==> config.mk <==
export PLATFORM = sky130hd
export DESIGN_NAME = scan_mux
export DESIGN_NICKNAME = d
export VERILOG_FILES = /design/src/rtl/scan_mux_pkg.sv /design/src/rtl/scan_mux_dwell.sv /design/src/rtl/scan_mux.sv
export SDC_FILE = /design/constraint.sdc
export NUM_CORES = 1
export LEC_CHECK = 0
export ABC_CLOCK_PERIOD_IN_PS = 2200
export CORE_MARGIN = 2
export CORE_UTILIZATION = 50
export DETAILED_ROUTE_END_ITERATION = 16
export PLACE_DENSITY_LB_ADDON = 0.12
export SLEW_MARGIN = 20
export SYNTH_ARGS = -nofsm -noshare
export SYNTH_HDL_FRONTEND = slang
export SYNTH_SLANG_ARGS = --single-unit
==> constraint.sdc <==
create_clock -name Clock -period 2.2 [get_ports Clock]
set_input_delay 0.33 -clock Clock [delete_from_list [all_inputs] [get_ports Clock]]
set_output_delay 0.33 -clock Clock [all_outputs]
set_load 0.01 [all_outputs]
==> src/rtl/scan_mux_pkg.sv <==
// scan_mux_pkg: FSM state type and width helper shared by scan_mux and its dwell counter
package scan_mux_pkg;
  typedef enum logic {MANUAL, SCAN} state_t;
  function automatic int width_of(input int n);
    return (n <= 2) ? 1 : $clog2(n);
  endfunction
endpackage

==> src/rtl/scan_mux_dwell.sv <==
// scan_mux_dwell: dwell counter running 0..DWELL-1 while enabled, wrap flags the last count
module scan_mux_dwell
  import scan_mux_pkg::*;
#(
  parameter int DWELL = 50000000
) (
  input  logic clk,
  input  logic rst,
  input  logic enable,
  input  logic clear,
  output logic wrap
);
  localparam int BW = width_of(DWELL);
  logic [BW-1:0] cnt;
  assign wrap = enable && cnt == BW'(DWELL - 1);
  always_ff @(posedge clk)
    if (rst || clear) cnt <= '0;
    else if (enable) cnt <= wrap ? '0 : cnt + 1'b1;
endmodule

==> src/rtl/scan_mux.sv <==
// scan_mux: registered N-way channel mux with manual select and timed auto-scan; SCAN_MUX_PARITY_EN adds Par
module scan_mux
  import scan_mux_pkg::*;
#(
  parameter int W = 4,
  parameter int N = 4,
  parameter int DWELL = 50000000
) (
  input  logic                   Clock,
  input  logic                   Reset,
  input  logic [N*W-1:0]         D,
  input  logic [width_of(N)-1:0] Sel,
  input  logic                   Scan,
  input  logic                   Hold,
  output logic [W-1:0]           Q,
  output logic [width_of(N)-1:0] Chan,
  output logic                   Tick
`ifdef SCAN_MUX_PARITY_EN
  ,
  output logic                   Par
`endif
);
  localparam int CW = width_of(N);
  state_t state, state_nxt;
  logic [CW-1:0] chan_nxt;
  logic [W-1:0] q_nxt;
  logic enable, clear, wrap, sel_ok;
  scan_mux_dwell #(.DWELL(DWELL)) u_dwell (
    .clk(Clock),
    .rst(Reset),
    .enable(enable),
    .clear(clear),
    .wrap(wrap)
  );
  assign sel_ok = {1'b0, Sel} < (CW + 1)'(N);
  assign q_nxt = D[chan_nxt*W +: W];
  always_comb begin
    state_nxt = Hold ? state : Scan ? SCAN : MANUAL;
    enable = !Hold && Scan && state == SCAN;
    clear = !Hold && !enable;
    chan_nxt = wrap ? ((Chan == CW'(N - 1)) ? '0 : Chan + 1'b1) :
               (!Hold && !Scan && sel_ok) ? Sel : Chan;
  end
  always_ff @(posedge Clock)
    if (Reset) begin
      state <= MANUAL;
      Chan <= '0;
      Q <= '0;
      Tick <= 1'b0;
    end else begin
      state <= state_nxt;
      Tick <= wrap;
      if (!Hold) begin
        Chan <= chan_nxt;
        Q <= q_nxt;
      end
    end
`ifdef SCAN_MUX_PARITY_EN
  always_ff @(posedge Clock)
    if (Reset) Par <= 1'b0;
    else if (!Hold) Par <= ^q_nxt;
`endif
endmodule

==> metrics.json <==
{
  "post_route_cells_drive_above_1_share_pct": 18.77,
  "cts_resized": 0,
  "min_path_cells": 2,
  "fin_crit_ns": 2.100,
  "grt_start_max_net_pins": 18,
  "post_layout_nets": 316,
  "hold_path.class": "flip-flop to flip-flop",
  "chipHeight_microns": 68.24,
  "antenna_cells_inserted": 0,
  "numPlacedInstances": 335,
  "filler_cell_count": 343,
  "setup_viol": 0,
  "synth_area_sq_um": 2063,
  "ys_seq_area_share_pct": 32.99,
  "slew-limit-headroom_pct": 65.34,
  "tritoncts.num_buffers": 5,
  "ctsLongestPathBuffers": 2,
  "layoutNonFillerInstCount": 343,
  "worst_setup_hold_path_clk_slew_ns": 0.08,
  "grt_usage_pct": 24.60,
  "drc": 0,
  "timing.critical_path.slowest_stage_cell": "or3b_2",
  "rsz0062_at_grt": "no",
  "holdCritStartpoint": "Q[3]$_SDFFE_PP0N_",
  "critical_path_peak_fanout": 7,
  "post_drt_via_cell_ratio": 5.735,
  "whs_ns": 0.5353,
  "skew_ns": 0.005723,
  "postRouteAntennaNets": 0,
  "synth_top_flop_cell": "dfxtp_1",
  "synth_async_sr_flop_share_pct": 0,
  "dieArea_sq_um": 4656,
  "floorplan.die.width_microns": 68.24,
  "critical_path.startpoint": "Scan",
  "crit-reg2reg-capture": "Q[0]$_SDFFE_PP0N_",
  "power_density_nw_per_um2": 496.1,
  "crit_path_cell_trace": "clkdlybuf4s50_1, buf_4, or3b_2, nand3_1, a22oi_1, a311oi_1, o221ai_1",
  "first_iter_violations": 141,
  "postCtsHoldBufs": 0,
  "cap_viol_max_count": 0,
  "worst_r2r_src": "u_dwell.cnt[0]$_SDFFE_PP0P_",
  "path_class": "input pin to flip-flop",
  "hpwl_microns": 3811,
  "fmaxAchievable_mhz": 476.2,
  "critPathCaptureType": "flip-flop",
  "grt_pass1_vias": 1830,
  "final_core_util_pct": 66.41,
  "initial_core_util_pct": 51.95,
  "critical_path_arrival_ns": 2.26,
  "synth_cell_type_count": 50,
  "mean_post_synth_cell_area_sq_um": 8.387,
  "report.final.slew_viol_count": 0,
  "place.gp.congestion": 0.8524,
  "r2r_setup_slack_ns": 0.15,
  "grt_pass1_wl_microns": 8576,
  "layout_area_overhead_pct": 27.84,
  "timing_hold_violations_final": 0,
  "leakage_power_figure_nw": 0.9557,
  "cp_data_required_time_ns": 2.36,
  "yosysWarnings": 0,
  "drt_pre_antenna_iters": 4,
  "layout_worst_path_cycle_share_pct": 95.45,
  "drt-wirelength-per-cell_microns": 15.01,
  "ys_seq_elements": 34,
  "cts_setup_buffers": 0,
  "net_count_after_synthesis": 270,
  "critPathLaunchType": "input pin",
  "clock_insertion_delay_worst_skew_ns": 0.29,
  "cts_tree": "yes",
  "via_count": 1967,
  "pin_count": 29,
  "timing.reg2reg.worst_path_depth": 6,
  "cts_htree_levels": 2,
  "num_rows": 23,
  "power_mw": 1.308,
  "cp_slowest_stage_delay_ns": 0.54,
  "outcome": "finished clean",
  "ir_worst_vdd_mv": 0.4015,
  "hold_end": "Q[3]$_SDFFE_PP0N_",
  "clock_tree_root": "clkbuf_8",
  "port_buffers": 28,
  "slew_at_the_pin_with_the_worst_max_slew_slack_ns": 0.5200,
  "clkSinkCount": 34,
  "detail_route.wirelength_microns": 5147,
  "overflow": 0,
  "synth_enable_flop_cells": 0,
  "postSynthCellCount": 246,
  "core_area_sq_um": 3971,
  "number_of_antenna_violations_at_the_first_check_in_global_routing": 0
}
-- cell usage after synthesis (2+ instances only) --
library cell | n | area (sq um)
nand2_1 | 14 | 52.55
o21ai_1 | 2 | 10.01
a22oi_1 | 8 | 60.06
dfxtp_1 | 34 | 680.7
nor4_4 | 2 | 42.54
buf_2 | 4 | 20.02
clkbuf_1 | 5 | 18.77
xor2_1 | 10 | 87.58
nor3_1 | 5 | 25.02
and4_1 | 5 | 43.79
nand3_1 | 21 | 105.1
xnor2_1 | 14 | 122.6
inv_1 | 8 | 30.03
ha_1 | 2 | 25.02
mux2i_1 | 3 | 30.03
o221ai_1 | 3 | 26.28
nand2b_1 | 3 | 18.77
nor2_1 | 37 | 138.9
a211oi_1 | 3 | 22.52
nor4_1 | 12 | 75.07
or4_1 | 2 | 15.01
nand4_1 | 5 | 31.28
or2_2 | 2 | 12.51
buf_1 | 3 | 11.26
or4_4 | 2 | 22.52
o21ai_0 | 8 | 40.04
nor4_2 | 2 | 25.02
a311oi_1 | 5 | 43.79
-- layout make-up --
cell class                      instances  area [sq um]  area share [%]
Multi-Input combinational cell        189          1294           49.05
Sequential cell                        34         680.7           25.81
Timing Repair Buffer                   54         475.5           18.03
Clock buffer                            6         82.58           3.131
Tap cell                               50         62.56           2.372
Inverter                                8         30.03           1.139
Clock inverter                          2         12.51          0.4744
-- worst max path at each step --
stage | to | slack, ns | cells past startpoint
2_1_floorplan | Q[1]$_SDFFE_PP0N_ | 0.29 | 7
3_3_place_gp | Q[2]$_SDFFE_PP0N_ | -0.14 | 7
3_5_place_dp | Q[0]$_SDFFE_PP0N_ | -0.16 | 6
4_1_cts | Q[0]$_SDFFE_PP0N_ | 0.12 | 6
5_1_grt | Q[3]$_SDFFE_PP0N_ | 0.001 | 6
6_report | Q[2]$_SDFFE_PP0N_ | 0.10 | 7
-- power breakdown --
part | leakage [nW] | total (mW) | internal [mW] | switching (mW)
combinational | 0.634 | 0.176 | 0.0961 | 0.0800
clock | 0.0472 | 0.499 | 0.252 | 0.247
sequential | 0.275 | 0.634 | 0.624 | 0.00926
-- state kept, by name, indices dropped and copies added, names as in the netlist --
signal,count
Chan,2
Q,4
Tick,1
state,1
u_dwell.cnt,26
-- cells by family after synthesis --
| logic type | share of synthesized area, % |
|---|---|
| AOI/OAI and AO/OA | 13.28 |
| xor gates and xnor gates | 10.19 |
| adders and majority gates | 1.213 |
| buffers and inverters | 5.033 |
| DFF | 32.99 |
| muxes | 1.455 |
| and+or+nand+nor | 35.84 |
-- critical path: cells and delay by family --
family,cells,cell delay [ns]
buffers and inverters,2,0.70
and+or+nand+nor,2,0.67
AOI/OAI and AO/OA,3,0.57
-- placed cells by master (no fill, tap or decap), types with 2 or more instances in the layout --
cell type	n
xor2_1	10
nor4_4	2
clkbuf_8	6
inv_1	8
clkdlybuf4s50_1	28
nand2_1	14
a311oi_1	4
nor4_2	3
nor4_1	11
a211oi_1	3
and4_1	5
xnor2_1	14
dfxtp_1	34
o21ai_0	8
or4_1	2
a22oi_1	8
o221ai_1	3
o21ai_1	2
or2_2	2
or4_4	2
nand2b_1	3
mux2i_1	3
nor2_1	37
nand3_1	21
nor3_1	5
buf_4	26
nand4_1	5
-- routing by layer --
metal | vias up | part of all wire (%) | GRT usage [%]
li1 | 991 | - | -
met5 | - | 0 | 0
met4 | 0 | 0.85 | 9.250
met2 | 60 | 46 | 38.71
met1 | 911 | 47 | 32.63
met3 | 5 | 5.9 | 5.757
-- through the flow --
step	setup slack (ns)	TNS (ns)	instance area, sq um
after floorplan	0.2876	0	2063
after global placement	-0.1446	-1.297	2527
after detailed placement	-0.1632	-1.428	2527
after CTS	0.1199	0	2623
after global routing	0.001302	0	2638
final	0.1001	0	2638
Power figures use the tool's default switching activity.
